File: src/rtl/mem_access_ctrl.sv
// Load/store controller between the CPU pipeline and a word-organised data memory.
// Optional build macro MEM_ALIGN_CHECK_EN: when defined, misaligned requests are errors;
// otherwise the low address bits below the access size are cleared and the access proceeds.
module mem_access_ctrl #(
    parameter int unsigned MEM_WORDS = 64,
    parameter logic [31:0] BASE_ADDR = 32'h0000_0000
) (
    input  logic        clk,
    input  logic        rst_n,
    input  logic        req_valid,
    output logic        req_ready,
    input  logic        req_write,
    input  logic [1:0]  req_size,
    input  logic        req_unsigned,
    input  logic [31:0] req_addr,
    input  logic [31:0] req_wdata,
    output logic        resp_valid,
    output logic [31:0] resp_rdata,
    output logic        resp_err,
    output logic        MemRead,
    output logic        MemWrite,
    output logic [31:0] mem_addr,
    output logic [31:0] mem_wdata,
    input  logic [31:0] mem_rdata
);

    typedef enum logic [1:0] {IDLE, RD, WR, RESP} state_t;
    typedef enum logic [1:0] {SZ_BYTE, SZ_HALF, SZ_WORD, SZ_RSVD} size_t;

    localparam logic [31:0] SPAN_BYTES = 32'(MEM_WORDS * 4);

    state_t      state, state_nxt;
    logic        accept;

    logic        cap_write;
    size_t       cap_size;
    logic        cap_unsigned;
    logic [31:0] cap_addr;
    logic [31:0] cap_wdata;
    logic        cap_err;
    logic [31:0] rd_word;

    logic [31:0] req_addr_eff;
    logic        misaligned;
    logic        out_of_range;
    logic        req_err;
    logic [32:0] addr_offset;

    assign accept = req_valid && (state == IDLE);

    // Request classification on the raw inputs, valid in the acceptance cycle.
    always_comb begin
        // NOTE: every signal gets a default before any branch so no latch is inferred.
        req_addr_eff = req_addr;
        misaligned   = 1'b0;
`ifdef MEM_ALIGN_CHECK_EN
        case (req_size)
            2'd1:    misaligned = req_addr[0];
            2'd2:    misaligned = |req_addr[1:0];
            default: misaligned = 1'b0;
        endcase
`else
        case (req_size)
            2'd1:    req_addr_eff[0]   = 1'b0;
            2'd2:    req_addr_eff[1:0] = 2'b00;
            default: req_addr_eff      = req_addr;
        endcase
`endif
        // Underflow below BASE_ADDR shows up as bit 32 of the 33-bit offset.
        addr_offset  = {1'b0, req_addr} - {1'b0, BASE_ADDR};
        out_of_range = addr_offset[32] || (addr_offset[31:0] >= SPAN_BYTES);
        req_err      = misaligned || out_of_range || (req_size == 2'd3);
    end

    always_ff @(posedge clk) begin
        // NOTE: the reset here is synchronous and clears every captured register, not just state.
        if (!rst_n) begin
            state        <= IDLE;
            cap_write    <= 1'b0;
            cap_size     <= SZ_BYTE;
            cap_unsigned <= 1'b0;
            cap_addr     <= '0;
            cap_wdata    <= '0;
            cap_err      <= 1'b0;
            rd_word      <= '0;
        end else begin
            // NOTE: sequential state uses non-blocking assignments so all registers update together.
            state <= state_nxt;
            if (accept) begin
                cap_write    <= req_write;
                cap_size     <= size_t'(req_size);
                cap_unsigned <= req_unsigned;
                cap_addr     <= req_addr_eff;
                cap_wdata    <= req_wdata;
                cap_err      <= req_err;
            end
            if (state == RD) begin
                rd_word <= mem_rdata;
            end
        end
    end

    always_comb begin
        state_nxt = state;
        case (state)
            IDLE: begin
                if (accept) begin
                    if (req_err) begin
                        state_nxt = RESP;
                    end else if (!req_write || (req_size != 2'd2)) begin
                        state_nxt = RD;
                    end else begin
                        state_nxt = WR;
                    end
                end
            end
            RD:      state_nxt = cap_write ? WR : RESP;
            WR:      state_nxt = RESP;
            RESP:    state_nxt = IDLE;
            default: state_nxt = IDLE;
        endcase
    end

    // Sub-word stores merge the new lane(s) into the word fetched during RD.
    logic [31:0] merged_word;
    always_comb begin
        merged_word = rd_word;
        case (cap_size)
            SZ_BYTE: merged_word[{cap_addr[1:0], 3'b000} +: 8]  = cap_wdata[7:0];
            SZ_HALF: merged_word[{cap_addr[1], 4'b0000} +: 16] = cap_wdata[15:0];
            default: merged_word = cap_wdata;
        endcase
    end

    logic [7:0]  lane_byte;
    logic [15:0] lane_half;
    logic [31:0] load_data;
    always_comb begin
        lane_byte = rd_word[{cap_addr[1:0], 3'b000} +: 8];
        lane_half = rd_word[{cap_addr[1], 4'b0000} +: 16];
        case (cap_size)
            SZ_BYTE: load_data = {{24{~cap_unsigned & lane_byte[7]}}, lane_byte};
            SZ_HALF: load_data = {{16{~cap_unsigned & lane_half[15]}}, lane_half};
            default: load_data = rd_word;
        endcase
    end

    // All outputs decode from registered state and captured fields only.
    always_comb begin
        req_ready  = (state == IDLE);
        MemRead    = (state == RD);
        MemWrite   = (state == WR);
        mem_addr   = '0;
        mem_wdata  = '0;
        resp_valid = (state == RESP);
        resp_err   = 1'b0;
        resp_rdata = '0;
        if ((state == RD) || (state == WR)) begin
            mem_addr = {cap_addr[31:2], 2'b00} - BASE_ADDR;
        end
        if (state == WR) begin
            mem_wdata = merged_word;
        end
        if (state == RESP) begin
            resp_err = cap_err;
            if (!cap_write && !cap_err) begin
                resp_rdata = load_data;
            end
        end
    end

endmodule

File: config.mk
export PLATFORM = sky130hd
export DESIGN_NAME = mem_access_ctrl
export DESIGN_NICKNAME = d
export VERILOG_FILES = /design/src/rtl/mem_access_ctrl.sv
export SDC_FILE = /design/constraint.sdc
export NUM_CORES = 1
export LEC_CHECK = 0
export ABC_CLOCK_PERIOD_IN_PS = 5500
export BUFFER_PORTS_ARGS = -buffer_cell sky130_fd_sc_hd__buf_2
export CAP_MARGIN = 25
export CORE_MARGIN = 2
export CORE_UTILIZATION = 56
export CTS_CLUSTER_SIZE = 16
export DETAILED_ROUTE_END_ITERATION = 10
export PLACE_DENSITY = 0.87
export SLEW_MARGIN = 20
export SYNTH_ARGS = -nofsm -noshare
export SYNTH_HDL_FRONTEND = slang
export SYNTH_SLANG_ARGS = --single-unit
File: constraint.sdc
create_clock -name clk -period 5.5 [get_ports clk]
set_input_delay 0.825 -clock clk [delete_from_list [all_inputs] [get_ports clk]]
set_output_delay 0.825 -clock clk [all_outputs]
set_load 0.01 [all_outputs]
==> After elaboration in Yosys (flattened, before gate mapping) <==
Index checks and enable logic that the tools add are counted.
{ "word_totals": {"reg_bits": 103} }
{ "op_classes": {"n_reduce_logical": 11, "n_shift": 6, "bitwise_logic": 3, "n_eq_ne": 9, "magnitude_cmp": 1, "muxes": 16, "n_addsub": 2} }
{ "ops": {"columns": ["cell", "n"], "rows": [
  ["32-bit two-way mux", 4],
  ["32-bit case mux with 2 select lines", 2],
  ["32-bit bitwise mux", 2],
  ["32-bit by 9-bit >= comparator with 1-bit output, second input constant", 1],
  ["16-bit by 7-bit variable shift with 32-bit output, first input constant", 1],
  ["8-bit by 7-bit variable shift with 32-bit output, first input constant", 1],
  ["16-bit by 7-bit indexed part select with 32-bit output", 1],
  ["32-bit by 6-bit indexed part select with 16-bit output", 1],
  ["32-bit by 6-bit indexed part select with 8-bit output", 1],
  ["8-bit by 7-bit indexed part select with 32-bit output", 1],
  ["5-bit negator with 7-bit output", 2],
  ["2-bit == test, second input constant", 4],
  ["2-bit case mux with 4 select lines", 1],
  ["2-bit by 1-bit == test with 1-bit output, second input constant", 3],
  ["2-bit two-way mux", 3],
  ["2-bit logical NOT", 2],
  ["1-bit two-way mux", 4],
  ["1-bit logical NOT", 3],
  ["1-bit logical OR", 3],
  ["1-bit AND", 2],
  ["1-bit logical AND", 2],
  ["2-bit by 1-bit inequality test with 1-bit output, second input constant", 1],
  ["2-bit inequality test, second input constant", 1],
  ["2-bit OR reduction", 1],
  ["1-bit inverter", 1]
]} }

==> Longest topological paths before layout <==
Gate-level depths: netlist of the first run.
{ "logic_depth": {"depth_word": 6, "depth_mapped": 10, "depth_no_buf": 6} }

==> Worst setup path before layout of the first run <==
No wires, ideal clock.
{ "synth_timing": {"path_type": "reg-to-output", "start": "reg cap_addr[1]", "end": "out mem_wdata[0]", "setup_slack_ns": 2.469, "t_required_ns": 4.675, "arrival_ns": 2.206, "n_path_buf": 2, "path_stages_with_launch": 9, "cell_sequence": "dfxtp_1 > buf_4 > buf_2 > inv_2 > ha_1 > or3b_2 > a32oi_2 > a22oi_1 > nor2b_1"} }
{ "synth_via": {"elab_chain_len": 5} }
{ "synth_lines": {"columns": ["item", "line", "source"], "rows": [
  ["start: declaration", "38", "logic [31:0] cap_addr;"],
  ["start signal: assignment", "93", "cap_addr <= req_addr_eff;"],
  ["5-bit negator with 7-bit output, on equally long branches", "130, 129", null],
  ["16-bit by 7-bit indexed part select with 32-bit output (tied with other cells)", "130", "SZ_HALF: merged_word[{cap_addr[1], 4'b0000} +: 16] = cap_wdata[15:0];"],
  ["32-bit bitwise mux, on equally long branches", "130, 129", null],
  ["32-bit case mux with 2 select lines *", "128", "case (cap_size)"],
  ["32-bit two-way mux *", "161", "if (state == WR) begin"],
  ["end: declaration", "23", "output logic [31:0] mem_wdata,"]
]} }
Every way passes the cells marked *; elsewhere a longest branch is shown, timed or not.

==> Worst setup path after layout of the first run <==
{ "layout_timing": {"start": "reg cap_addr[1]", "end": "out mem_wdata[5]"} }
Same word-level chain as after synthesis.

==> run metrics, run 1 <==
outcome complete, no violations; top-count cell post-synth nand2_1; Final Skew between 7 and 8 ps; full die area 12000 sq um; crit path from cap_addr[1]$_SDFFE_PN0P_; final WL approximately 19 mm; Hold Buf Count CTS 0; worst-case clock buffer depth 2; Slowest Stage Delay on Critical Path between 700 and 800 ps; post-route ant nets 0; largest area contributor in the netlist dfxtp_1; Buf+Inv Stages, Crit Path 2; crit-path cells inv_2 -> ha_1 -> or3b_2 -> a32oi_2 -> a22oi_1 -> nor2b_1 -> buf_2; antenna violations before repair 2; min cycle time layout 3950 ps; GRT Residual Overflow 0; CP top delay family flip-flops; global-route wire length before repair about 28 mm; row cnt 38; Clk pin slew, worst setup/hold paths 100 ps; slowest CP cell dfxtp_1; nature of the critical path startpoint flip-flop; # fillers around 950; Post-CTS Setup Inserts 0; PwrDens roughly 370 nW/um^2; Total GRT Usage 30.9%; later-pin clock latency in the skew report roughly 380 ps; detailed-route DRC error count 0; CP arrival approximately 3100 ps; Synth Warn # 0; Distinct cells, synth 47; CTS tree built; Post-Syn Area per Cell 8.28 sq um; Seq/Total Area, Yosys about a third; final core utilization 68.2%; max_slew headroom between 30% and 40%; largest net degree at the start of global routing roughly 100; Crit Path Category reg2out; Final Cycle Share between 70% and 80%; number of global-route vias before repair 5510; P_leak 0.00326 uW; critical path capture point type primary output; HP Class reg2reg; via count 6087; Final GP Congestion ~0.99; flop-to-flop setup slack 3290 ps; Root Driver clkbuf_8; die width around 110 microns; top_reg_cell synth dfxtp_1; async set-reset flop share out of synthesis 0%; Final Max Tran Viols 0; worst r2r dst cap_addr[1]$_SDFFE_PN0P_; initial drt markers just over 400; Post-Syn Instances around 750; DR vias/cell about 5.8; post-synthesis to final-layout area growth 18.8%; maximum VDD drop 0.291 mV; top cell type's share of synthesized area 33.1%; post-synthesis register bit count 103; layout cells sized above 1 between 20 and 30%; final setup fails 0; finished layout cell area about 7400 sq um; htree depth 3; Post-synth EDFFs 0; max_cap viols 0; synthesized area between 6000 and 7000 sq um; RSZ-0062 raised after global routing false; Routed WL per cell approximately 18 microns; crit-path max FO 17; drt pass-1 iters 5; HPWL after DPL about 14 mm; WP data required between 4000 and 5000 ps; Tightest Pin Transition slightly below 1000 ps; # clock sinks 103; FF-to-FF Start state[0]$_SDFFE_PN0P_; Ports ~200; setup TNS 0 ps; Final Hold Fails 0; critical path depth 7; Die H about 110 microns; Post-synth top cells 145 x nand2_1, 103 x dfxtp_1, 71 x a21boi_0; top post-synthesis cells by area dfxtp_1 33%, nand2_1 8.7%, a21boi_0 8.6%, mux2i_1 8.0%, nor2b_1 5.7%; core area between 10000 and 15000 sq um; initial core utilization between 50% and 60%; Achievable Freq about 0.25 GHz; Critical path destination mem_wdata[5]; number of CTS-inserted buffers 9; # resized after CTS 0; cell area after placement 7200 sq um; r2r worst-path depth 6; PortBufs 201; # nets final between 1000 and 1500
[layout by cell type (no fill, tap or decap), types with 2 or more instances in the layout]
master       n
nor4bb_1     2
o211ai_1     2
nor4_1       5
a31oi_1      7
nand2_1    144
nor2b_1     57
buf_4        9
o21ai_0      3
buf_2      201
nand2b_1     3
ha_2         2
o21a_1       9
a22oi_1     24
dfxtp_1    102
a22o_1      16
mux2i_1     50
clkbuf_8    10
a21o_1      16
a221oi_2     8
nand3_1      3
nand2_2      2
a2bb2oi_1    8
ha_1         9
o221a_2      7
nor2_1      21
conb_1       2
inv_1       23
mux2_2       8
a21oi_1     17
a221o_1     16
and2_1      33
a21boi_0    71
[power by group]
part	switching [uW]	leakage (uW)	total, uW	internal, uW
clock	269	0.0000861	445	175
combinational	704	0.00233	1210	503
sequential	188	0.000843	1080	895
total	1160	0.00326	2730	1570
[per-stage QoR]
step	hold WS [ps]	setup WS [ps]	total power (uW)	std cells
2_1_floorplan	439	2470	1910	753
3_3_place_gp	447	2080	2250	1036
3_5_place_dp	454	2030	2270	1036
4_1_cts	467	1610	2710	1050
5_1_grt	485	1400	2890	1051
6_report	465	1550	2730	1052
[routing by layer]
metal / vias up / GRT usage [%] / wire length, microns
li1: 2919 / - / -
met4: 2 / 12.7 / 590
met1: 2807 / 37.9 / 7800
met5: - / 0 / 6
met2: 309 / 50.1 / 8680
met3: 50 / 9.66 / 1900
[cell families after synthesis]
family	synth area share (%)
flip-flops	33.1
AO/OA/AOI/OAI	26.9
adder cells (fa/ha/maj)	2.21
buffers and inverters	6.07
other	0.0602
AND/OR/NAND/NOR	21.9
multiplexers	9.73
[state kept, by name, indices dropped and copies added (netlist names)]
signal	count
rd_word	32
cap_unsigned	1
cap_write	1
cap_size	2
state	2
cap_addr	32
cap_err	1
cap_wdata	32
[how the worst min path moves through the flow]
stage	endpoint	cells past startpoint	start	slack [ps]
after detailed placement	cap_addr[29]$_SDFFE_PN0P_	2	cap_addr[29]$_SDFFE_PN0P_	450
after floorplan	cap_addr[12]$_SDFFE_PN0P_	2	cap_addr[12]$_SDFFE_PN0P_	440
after CTS	cap_addr[29]$_SDFFE_PN0P_	2	cap_addr[29]$_SDFFE_PN0P_	470
after global placement	cap_addr[6]$_SDFFE_PN0P_	2	cap_addr[6]$_SDFFE_PN0P_	450
after global routing	cap_addr[23]$_SDFFE_PN0P_	2	cap_addr[23]$_SDFFE_PN0P_	490
final	cap_addr[29]$_SDFFE_PN0P_	2	cap_addr[29]$_SDFFE_PN0P_	460
[tightest hold or removal path, stage by stage (launching register included)]
cell and delay (ps):
dfxtp_1 320, nand2_1 40, a21boi_0 60
[layout make-up]
cell class / instances / area, sq um / share of cell area (%)
diodes: 1 / 2.50 / 0.0339
inverters: 24 / 90.1 / 1.22
multi-input cells: 559 / 3800 / 51.4
clock buffers: 10 / 138 / 1.86
well taps: 140 / 175 / 2.37
repair buffers: 211 / 1090 / 14.8
clock inverters: 4 / 32.5 / 0.440
flip-flops and latches: 103 / 2060 / 27.9
(Power assumes the default switching activity.)
==> run 2, diff against run 1 <==
ABC_CLOCK_PERIOD_IN_PS = 3410   (was 5500)
CORE_UTILIZATION = 47   (was 56)
PLACE_DENSITY = 0.78   (was 0.87)
clock period = 3.41 ns   (was 5.5 ns; I/O delays follow)
==> run 2 against run 1 <==
Net effect:
- register-to-register slack worse by 2000 ps
- utilization down 9.9 points
- sequential share of layout area down 0.84 points
- clock-buffer cell count unchanged
- non-clock buffer count up 3
- flip-flop and latch count unchanged
- die area up 18%
- clock power up 150%
- final cell count up 4.1%
- first-iteration DRC count up 6.1%
- largest cell class unchanged
==> run metrics, run 2 (synthesis results as in run 1) <==
outcome complete, no violations; Clk pin slew, worst setup/hold paths approximately 80 ps; Tightest Pin Transition roughly 880 ps; Final Hold Fails 0; final core utilization around three fifths; htree depth 3; GRT Residual Overflow 0; nature of the critical path startpoint flip-flop; fin worst setup slack between 200 and 250 ps; Final Cycle Share 93.6%; crit-path cells inv_1 -> ha_1 -> or3b_2 -> a32oi_2 -> a22oi_1 -> nor2b_1 -> buf_2; max_cap viols 0; core area 13100 sq um; register area slightly above 2000 sq um; PortBufs 201; critical path capture point type primary output; final setup fails 0; # clock sinks 103; Die H 119 microns; # nets final between 1000 and 1500; most frequent cells in the layout 201 x buf_2, 144 x nand2_1, 102 x dfxtp_1; WP data required around 2900 ps; pre-CTS WS ~600 ps; Routed WL per cell about 18 microns; # fillers approximately 1200; final WL 19.4 mm; crit path from cap_addr[0]$_SDFFE_PN0P_; number of CTS-inserted buffers 9; fin cells 1095; Total GRT Usage between 20% and 30%; maximum VDD drop 0.331 mV; setup TNS 0 ps; slowest CP cell dfxtp_1; number of cells after detailed placement 1075; FF-to-FF Start state[0]$_SDFFE_PN0P_; Hold Buf Count CTS 0; Final Skew around 8.7 ps; P_leak about 0.0033 uW; Final GP Congestion roughly 0.93; full die area 14200 sq um; die width about 120 microns; commonest non-fill, non-tap cell in the layout buf_2; largest net degree at the start of global routing 58; post-synthesis to final-layout area growth 22.5%; via count 6037; Achievable Freq ~0.31 GHz; post-route ant nets 0; Post-CTS Setup Inserts 0; CP arrival between 2000 and 3000 ps; min-delay src req_wdata[2]; # resized after CTS 0; max_slew headroom between 40% and 50%; PwrDens ~630 nW/um^2; layout cells sized above 1 between 20% and 30%; later-pin clock latency in the skew report between 300 and 400 ps; antenna violations before repair 5; RSZ-0062 raised after global routing false; detailed-route DRC error count 0; global-route wire length before repair approximately 30 mm; CTS tree built; Root Driver clkbuf_16; HPWL after DPL ~14 mm; Crit Path Category reg2out; Multi-input gate area 3790 sq um; worst-case clock buffer depth 2; Ports roughly 200; DR vias/cell 5.51; min cycle time layout around 3200 ps; Largest regs cap_addr: 32 flops, cap_wdata: 32 flops, rd_word: 32 flops; row cnt 42; initial core utilization 47.6%; drt pass-1 iters 4; Final Max Tran Viols 0; initial drt markers ~430; crit-path max FO 11; number of global-route vias before repair about 5400; HP Class in2reg; Slowest Stage Delay on Critical Path ~500 ps
run 2: cell types whose count changed in the layout (fill, tap and decap cells not counted), sizes merged:
cell	previous run	this run
buf	211	214
bufinv	0	1
clkinv	2	1
diode	1	3
inv	25	27
run 2: final cells by class:
type / instances / area share [%]
Multi-Input combinational cell: 559 / 49.8
Clock inverter: 6 / 0.985
Clock buffer: 10 / 3.14
Antenna cell: 3 / 0.0985
Sequential cell: 103 / 27.1
Tap cell: 176 / 2.89
Inverter: 24 / 1.18
Timing Repair Buffer: 214 / 14.9
run 2: per-layer routing:
| layer | vias up | share of wire, % | track usage (%) |
|---|---|---|---|
| met3 | 31 | 9.2 | 9.10 |
| met2 | 255 | 46 | 44.2 |
| met4 | 2 | 2.3 | 8.41 |
| met1 | 2809 | 43 | 33.8 |
| li1 | 2940 | - | - |
| met5 | - | 0.067 | 0 |
run 2: power by group:
part / leakage, uW / switching (uW) / total, uW / internal, uW
combinational: 0.00235 / 1110 / 1930 / 820
sequential: 0.000843 / 321 / 1760 / 1440
clock: 0.000152 / 500 / 1100 / 601
total: 0.00334 / 1930 / 4800 / 2870
run 2: per-stage QoR:
stage          power (uW)  hold slack (ps)  instance area (sq um)
5_1_grt              5100              387                   7620
3_3_place_gp         3680              445                   7290
4_1_cts              4820              383                   7600
6_report             4800              388                   7620
2_1_floorplan        3090              439                   6230
3_5_place_dp         3720              452                   7290
run 2: worst paths after layout:
kind | to | slack (ps) | cells after the start
worst max-delay path | mem_wdata[2] | 220 | 7
worst min-delay path | cap_wdata[2]$_SDFFE_PN0P_ | 390 | 3
worst max register to register | state[1]$_SDFFE_PN0P_ | 1330 | 5
worst min register to register | cap_addr[20]$_SDFFE_PN0P_ | 460 | 2
run 2: worst max-delay path, delay by kind of cell, from the launching register on:
kind / cells / cell delay [ps]
adder cells (fa/ha/maj): 1 / 360
AND/OR/NAND/NOR: 2 / 600
AO/OA/AOI/OAI: 2 / 540
flip-flops: 1 / 510
buffers and inverters: 2 / 300
